**src/rtl/mac_issue_sequencer.sv**
```systemverilog
// Layer MAC initiator: issues read strobes per neuron, accumulates signed products,
// and presents each neuron's saturated fixed-point result on a valid/ready port.
module mac_issue_sequencer #(
    parameter int DW    = 8,
    parameter int FRAC  = 4,
    parameter int N_IN  = 2,
    parameter int N_OUT = 2,
    parameter int ACC_W = 2*DW + $clog2(N_IN) + 1
) (
    input  logic                             clk,
    input  logic                             rst,
    input  logic                             start,
    output logic                             rd_en,
    output logic [$clog2(N_IN)-1:0]          in_addr,
    output logic [$clog2(N_IN*N_OUT)-1:0]    w_addr,
    input  logic [DW-1:0]                    in_data,
    input  logic [DW-1:0]                    w_data,
    output logic [DW-1:0]                    out_data,
    output logic [$clog2(N_OUT)-1:0]         out_idx,
    output logic                             out_valid,
    input  logic                             out_ready,
    output logic                             busy,
    output logic                             done
);

    localparam int IW = $clog2(N_IN);
    localparam int JW = $clog2(N_OUT);
    localparam int WW = $clog2(N_IN*N_OUT);

    localparam logic signed [ACC_W-1:0] SAT_MAX = (ACC_W)'((1 << (DW-1)) - 1);
    localparam logic signed [ACC_W-1:0] SAT_MIN = ~SAT_MAX;

    typedef enum logic [1:0] {
        S_IDLE  = 2'd0,
        S_ISSUE = 2'd1,
        S_DRAIN = 2'd2,
        S_OUT   = 2'd3
    } state_t;

    state_t                   state_q, state_d;
    logic [IW-1:0]            i_q, i_d;
    logic [JW-1:0]            j_q, j_d;
    logic signed [ACC_W-1:0]  acc_q, acc_d;
    logic                     rv_q, rv_d;
    logic                     done_q, done_d;

    logic signed [DW-1:0]     in_s;
    logic signed [DW-1:0]     w_s;
    logic signed [2*DW-1:0]   prod;
    logic [ACC_W-1:0]         prod_ext;
    logic signed [ACC_W-1:0]  acc_sh;
    logic [DW-1:0]            sat_data;

    always_ff @(negedge clk or negedge rst) begin
        if (!rst) begin
            state_q <= S_IDLE;
            i_q     <= '0;
            j_q     <= '0;
            acc_q   <= '0;
            rv_q    <= 1'b0;
            done_q  <= 1'b0;
        end else begin
            state_q <= state_d;
            i_q     <= i_d;
            j_q     <= j_d;
            acc_q   <= acc_d;
            rv_q    <= rv_d;
            done_q  <= done_d;
        end
    end

    // Full-width signed product, sign-extended into the accumulator untruncated.
    always_comb begin
        in_s     = in_data;
        w_s      = w_data;
        prod     = in_s * w_s;
        prod_ext = {{(ACC_W-2*DW){prod[2*DW-1]}}, prod};
    end

    always_comb begin
        state_d = state_q;
        i_d     = i_q;
        j_d     = j_q;
        acc_d   = acc_q;
        rv_d    = 1'b0;
        done_d  = 1'b0;
        if (rv_q) begin
            acc_d = acc_q + prod_ext;
        end
        case (state_q)
            S_IDLE: begin
                if (start) begin
                    state_d = S_ISSUE;
                    i_d     = '0;
                    j_d     = '0;
                    acc_d   = '0;
                end
            end
            S_ISSUE: begin
                rv_d = 1'b1;
                if (i_q == IW'(N_IN-1)) begin
                    state_d = S_DRAIN;
                    i_d     = '0;
                end else begin
                    i_d = i_q + IW'(1);
                end
            end
            S_DRAIN: begin
                state_d = S_OUT;
            end
            S_OUT: begin
                if (out_ready) begin
                    if (j_q == JW'(N_OUT-1)) begin
                        state_d = S_IDLE;
                        j_d     = '0;
                        done_d  = 1'b1;
                    end else begin
                        state_d = S_ISSUE;
                        j_d     = j_q + JW'(1);
                        i_d     = '0;
                        acc_d   = '0;
                    end
                end
            end
            default: state_d = S_IDLE;
        endcase
    end

    // Arithmetic shift floors toward -inf before clamping to the DW range.
    always_comb begin
        acc_sh = acc_q >>> FRAC;
        if (acc_sh > SAT_MAX) begin
            sat_data = SAT_MAX[DW-1:0];
        end else if (acc_sh < SAT_MIN) begin
            sat_data = SAT_MIN[DW-1:0];
        end else begin
            sat_data = acc_sh[DW-1:0];
        end
    end

    always_comb begin
        rd_en     = (state_q == S_ISSUE);
        in_addr   = '0;
        w_addr    = '0;
        out_valid = (state_q == S_OUT);
        out_data  = '0;
        out_idx   = '0;
        busy      = (state_q != S_IDLE);
        done      = done_q;
        if (state_q == S_ISSUE) begin
            in_addr = i_q;
            w_addr  = WW'(j_q) * WW'(N_IN) + WW'(i_q);
        end
        if (state_q == S_OUT) begin
            out_data = sat_data;
            out_idx  = j_q;
        end
    end

endmodule
```
**config.mk**
```make
export PLATFORM = sky130hd
export DESIGN_NAME = mac_issue_sequencer
export DESIGN_NICKNAME = d
export VERILOG_FILES = /design/src/rtl/mac_issue_sequencer.sv
export SDC_FILE = /design/constraint.sdc
export NUM_CORES = 1
export LEC_CHECK = 0
export CAP_MARGIN = 20
export CORE_ASPECT_RATIO = 1.4
export CORE_UTILIZATION = 30
export CTS_CLUSTER_DIAMETER = 60
export CTS_CLUSTER_SIZE = 24
export DETAILED_ROUTE_END_ITERATION = 8
export DONT_BUFFER_PORTS = 1
export HOLD_SLACK_MARGIN = 0.15
export MAX_ROUTING_LAYER = met4
export PLACE_DENSITY = 0.52
export SLEW_MARGIN = 40
export SYNTH_ARGS = -nofsm -noshare
export SYNTH_HDL_FRONTEND = slang
export SYNTH_SLANG_ARGS = --single-unit
```
**constraint.sdc**
```tcl
create_clock -name clk -period 3.57 [get_ports clk]
set_input_delay 0.714 -clock clk [delete_from_list [all_inputs] [get_ports clk]]
set_output_delay 0.714 -clock clk [all_outputs]
set_load 0.1 [all_outputs]
```
# Word-level counts from Yosys, hierarchy flattened
# Cells that the tools add are included.
# word_totals
output_inout_bits,16
input_bits,20
word_cells,55
register_bits,24
# classes
n_addsub,4
n_lt_le_gt_ge,2
n_eq_ne,7
reduce_logical,7
muxes,28
multipliers,1
# ops
operator,count
2-to-1 mux 18 bit,4
case mux 18 bit (2 select lines),1
2-to-1 mux 8 bit,3
adder 18 bit,1
multiplier 8 x 8 -> 16 bit,1
greater-than comparator 14 x 8 -> 1 bit (second input constant),1
< comparator 14 x 8 -> 1 bit (second input constant),1
2-to-1 mux 1 bit,13
2-to-1 mux 2 bit,4
case mux 2 bit (4 select lines),1
AND reduction 3 bit,2
== test 2 bit (second input constant),2
!= test 2 x 1 -> 1 bit (second input constant),2
!= test 2 bit (second input constant),2
AND reduction 4 bit,1
nonzero test 2 bit,2
case mux 1 bit (3 select lines),1
nonzero test 3 bit,1
adder 1 bit (second input constant),2
adder 2 x 1 -> 2 bit,1
== test 2 x 1 -> 1 bit (second input constant),1
logical NOT 2 bit,1
case mux 1 bit (2 select lines),1

# Depth between registers and ports, before layout
# Gate-level depths: netlist (run 1).
# depth
ltp_word,6
depth_mapped,25
depth_no_buf,25

==> metrics.txt, run 1 <==
cell area after synthesis=4600 um^2; CP required=1930 ps; predominant post-synthesis flop cell=dfrtn_1; routed via count=3959; CP endpoint kind=flop; WL/cell=13.8 um; Layout Cells excl Fill=834; Seq/Total Area, Yosys=0.131; worst hold path type=flop to flop; Hold Slack=476 ps; max-cap viol count=0; Final Hold Violating Endpoints=0; FF-to-FF setup slack=1220 ps; CP max-delay cell=fa_1; Antenna Cells=0; Port Buffers=0; failing checks=setup timing; core area=15000 um^2; Initial DRC Count=135; largest net degree at the start of global routing=25; CTS tree=done; reg2reg start=acc_q[0]; cts bufs inserted=3; Slew headroom=0.622; Yosys reg bits=24; antenna violations before repair=0; synthesized instance count=537; number of global-route vias before repair=4432; Setup crit start=w_data[0]; final net count=769; share of cells above drive strength 1=0.393; CTS root buffer=clkbuf_16; Yosys top cell area share=0.244; Placed Cells=817; Mapped Avg Cell Area=8.57 um^2; yosys warns=0; ANT nets after route=0; Final Max Slew Viols=0; DRC Markers=0; Async S/R FF share, synth=1.00; H-tree depth=1; DP Wirelength=9660 um; Syn-to-layout area delta=46.8%; Clock transition at path regs=50 ps; Syn Nets=663; Post-synth EDFFs=0; clk_lat worst skew=290 ps; Largest stage delay, worst path=530 ps; cts hold-fix bufs=0; Ports=36; total gr overflow=0; WL final=11500 um; vias per cell=4.75; Die ar.=15800 um^2; Final setup violation count=31; synth top area cells=fa_1, ha_1, dfrtn_1; die width=107 um; Critical Path Fanout Max=8; DIE HEIGHT=149 um; CP Cell Sequence=and2_4 > fa_1 > inv_1 > fa_1 > inv_2 > fa_1 > inv_1 > fa_1 > inv_2 > ha_4 > a21oi_4 > o21bai_1 > a21oi_2 > o21bai_4 > or4_1 > nand3_2 > ha_4 > o21a_1 > nor2_2 > o21a_1 > a21oi_2 > and4bb_1 > a211oi_2 > a31o_1; synth cell count leaders=inv_1, fa_1, nor2_1; Worst Tran Pin Value=567 ps; WS Path Type=input port to flop; Initial Util=0.307; first-pass GRT wire length=20700 um; RSZ-0062 raised after global routing=yes; crit path to=acc_q[17]; CP startpoint kind=input port; synth unique cells=57; status=complete, but fails checks; Global Route Usage Sum=0.163; num rows=53; Arr. time, crit path=5580 ps; Clock Sink Count=24; Final WS setup=-3650 ps; Clock Skew=5.81 ps; DR pass1 iterations=4; Reg2Reg Depth=10; RR Endpoint=acc_q[16]; GPL Wtd Cong=0.855; most frequent cell after synthesis=inv_1; most used cell, CP=fa_1; largest area contributor in the netlist=fa_1; clock buffer depth=2
## final cells by class
type / instances / area, um^2
sequential: 24 / 601
multi-input combinational: 403 / 4360
fill: 1459 / 8230
clock buffer: 3 / 75.1
tap: 192 / 240
timing repair buffer: 109 / 1060
inverter: 102 / 389
clock inverter: 1 / 30.0
## critical path: cells and delay by family
kind                     cells  cell delay, ps
buffers and inverters        4             190
AO/OA/AOI/OAI                9            1250
adder cells (fa/ha/maj)      6            2380
AND/OR/NAND/NOR              5            1030
## placed cells by master (no fill, tap or decap), drive strengths merged, types with 3 or more instances in the layout
cell,count
buf,109
inv,101
fa,56
nor2,56
ha,50
and2,49
nand2,27
dfrtn,24
o21ai,22
a21oi,19
xnor2,15
o21a,10
a211oi,10
a21o,8
mux2i,7
xor2,7
nand2b,6
nor2b,5
nor3,5
nand3,5
o31ai,4
nand4,3
o211ai,3
nand3b,3
clkbuf,3
a31oi,3
a21boi,3
## through the flow
step / util / setup slack (ps) / instance area (um^2) / setup TNS (ps)
2_1_floorplan: - / -3740 / 5090 / -49080
3_3_place_gp: 0.407 / -4010 / 6090 / -51120
3_5_place_dp: 0.407 / -4020 / 6100 / -51440
4_1_cts: 0.443 / -3660 / 6630 / -49070
5_1_grt: 0.451 / -3910 / 6760 / -53120
6_report: 0.451 / -3650 / 6760 / -49030
## registers in the layout, indices dropped and copies added, names as in the netlist
signal	cells
rv_q	1
acc_q	18
j_q	1
i_q	1
done	1
state_q	2
## worst min-delay path by stage
stage / endpoint / cells after the start / from / slack [ps]
6_report: acc_q[0] / 2 / acc_q[0] / 480
5_1_grt: i_q / 1 / i_q / 520
4_1_cts: acc_q[0] / 2 / acc_q[0] / 480
3_5_place_dp: acc_q[0] / 2 / acc_q[0] / 480
3_3_place_gp: acc_q[0] / 2 / acc_q[0] / 470
2_1_floorplan: acc_q[0] / 2 / acc_q[0] / 450
## cells by family after synthesis
family,synth area share
adders and majority gates,0.380
AOI/OAI and AO/OA,0.139
xor gates and xnor gates,0.0419
DFF,0.131
buffers and inverters,0.0954
and+or+nand+nor,0.193
muxes,0.0201
## routing by layer
layer  up-vias  wire length (um)  global-route usage
met2        48              6320               0.304
met4         0               129              0.0363
met3        11               253             0.00964
met1      1950              4840               0.191
li1       1950                 -                   -
met5         -                 0                   -
## timing repair
item / 4_1_cts / 5_1_grt
pin swaps: 52 / 28
buffers inserted: 11 / 6
setup endpoints to repair: 31 / 31
resized for setup: 77 / 24
Power of run 1 is left out: the tool's default activity adds up to more than one toggle a clock period on the data nets, which glitch-free logic cannot reach.
==> run 2, diff against run 1 <==
--- a/config.mk
+++ b/config.mk
@@ -7,14 +7,14 @@
 export LEC_CHECK = 0
 export CAP_MARGIN = 20
 export CORE_ASPECT_RATIO = 1.4
-export CORE_UTILIZATION = 30
+export CORE_UTILIZATION = 35
 export CTS_CLUSTER_DIAMETER = 60
 export CTS_CLUSTER_SIZE = 24
 export DETAILED_ROUTE_END_ITERATION = 8
 export DONT_BUFFER_PORTS = 1
 export HOLD_SLACK_MARGIN = 0.15
 export MAX_ROUTING_LAYER = met4
-export PLACE_DENSITY = 0.52
+export PLACE_DENSITY_LB_ADDON = 0.1
 export SLEW_MARGIN = 40
 export SYNTH_ARGS = -nofsm -noshare
 export SYNTH_HDL_FRONTEND = slang
==> run 2 against run 1 <==
  * Critical path depth decreased by 1
  * Critical path type unchanged
  * The run still ends with setup timing left
  * Hold slack better by 12 ps
  * Core utilization rose by 7.7 points
  * Clock skew about the same
  * Cell count decreased by 4.0%
  * Non-clock buffer count grew 6
==> metrics.txt, run 2 (synthesis results as in run 1) <==
number of global-route vias before repair=4405; H-tree depth=1; first-pass GRT wire length=20300 um; RSZ-0062 raised after global routing=yes; max reg flops=18; antenna violations before repair=0; Antenna Cells=0; Worst Tran Pin Value=492 ps; clock buffer depth=2; WL final=11600 um; share of cells above drive strength 1=0.410; worst hold path type=flop to flop; die width=98.9 um; Die ar.=13600 um^2; number of fill cells=1193; cts hold-fix bufs=0; Initial Util=0.359; placed instance area=6050 um^2; Slew headroom=0.669; Layout Cells excl Fill=801; num rows=49; failing checks=setup timing; core area=12800 um^2; DP Wirelength=9620 um; CTS tree=done; CP required=1920 ps; Syn-to-layout area delta=47.0%; Clock transition at path regs=50 ps; Largest Register=acc_q; final core utilization=0.528; largest net degree at the start of global routing=34; WL/cell=14.4 um; CP startpoint kind=input port; commonest non-fill, non-tap cell in the layout=buf_4; Critical Path Fanout Max=8; Final WS setup=-3660 ps; final net count=775; Clock Skew=5.63 ps; Placed Cells=780; DRC Markers=0; top flop regs=acc_q x18, state_q x2; post-route cell area=6770 um^2; vias per cell=4.99; FF-to-FF setup slack=1210 ps; ANT nets after route=0; CTS root buffer=clkbuf_16; most frequent cells in the layout=buf_4, inv_1, fa_1, nor2_1, and2_1; Clock Sink Count=24; GPL Wtd Cong=0.795; cts bufs inserted=3; Arr. time, crit path=5580 ps; Final Hold Violating Endpoints=0; Ports=36; routed via count=3993; DIE HEIGHT=138 um; Final setup violation count=31; DR pass1 iterations=4; Port Buffers=0; WS Path Type=input port to flop; Global Route Usage Sum=0.191; status=complete, but fails checks; CP endpoint kind=flop; Final Max Slew Viols=0; Initial DRC Count=71; max-cap viol count=0; total gr overflow=0; clk_lat worst skew=290 ps
==> run 2: area by class of cell <==
| class | instances | area (um^2) | area share |
|---|---|---|---|
| Clock buffer | 3 | 75.1 | 0.0111 |
| Clock inverter | 1 | 30.0 | 0.00444 |
| Inverter | 102 | 392 | 0.0579 |
| Timing Repair Buffer | 115 | 1100 | 0.163 |
| Multi-Input combinational cell | 403 | 4370 | 0.646 |
| Tap cell | 153 | 191 | 0.0283 |
| Sequential cell | 24 | 601 | 0.0888 |
==> run 2: per-stage QoR <==
stage,setup TNS [ps],worst slack [ps],hold WS (ps)
final,-49440,-3660,488
after detailed placement,-51280,-3970,494
after global routing,-53060,-3810,512
after CTS,-49070,-3660,495
after global placement,-51180,-4000,477
after floorplan,-49080,-3740,454
==> run 2: critical path: stages <==
cell       delay, ps
and2_4           140
fa_1             550
inv_2             40
fa_1             500
inv_2             50
fa_1             490
inv_2             40
fa_1             550
inv_2             50
ha_4             290
o21ai_4           60
nor2_4           160
o2111ai_4        160
a311oi_2         350
or2_4            200
ha_4             200
a21oi_2          140
nand2_1           80
a211oi_2         220
a21oi_4          100
and2b_2          220
a211oi_2          60
a31o_1           190
==> run 2: what timing repair did <==
| item | CTS | global route |
|---|---|---|
| endpoints found under the hold margin | 0 | 0 |
| setup endpoints to repair | 31 | 31 |
| gates resized for setup | 79 | 33 |
| setup buffers | 13 | 8 |
| cloned | 0 | 0 |
| pin swaps | 61 | 52 |
==> run 2: final timing paths <==
path / startpoint / to / cells past startpoint
worst min-delay path: acc_q[0] / acc_q[0] / 2
worst max-delay path: in_data[5] / acc_q[17] / 23
min in group asynchronous: rst / acc_q[6] / 0
max in group asynchronous: rst / acc_q[17] / 0
worst min register to register: acc_q[0] / acc_q[0] / 2
worst max register to register: acc_q[0] / acc_q[16] / 10
==> run 2: metal layers <==
| metal | global-route usage | vias up | share of wire |
|---|---|---|---|
| li1 | - | 1959 | - |
| met1 | 0.206 | 1963 | 0.41 |
| met2 | 0.378 | 58 | 0.56 |
| met3 | 0.0122 | 13 | 0.021 |
| met4 | 0.0415 | 0 | 0.018 |
| met5 | - | - | 0 |
Power of run 2 is left out for the same reason.
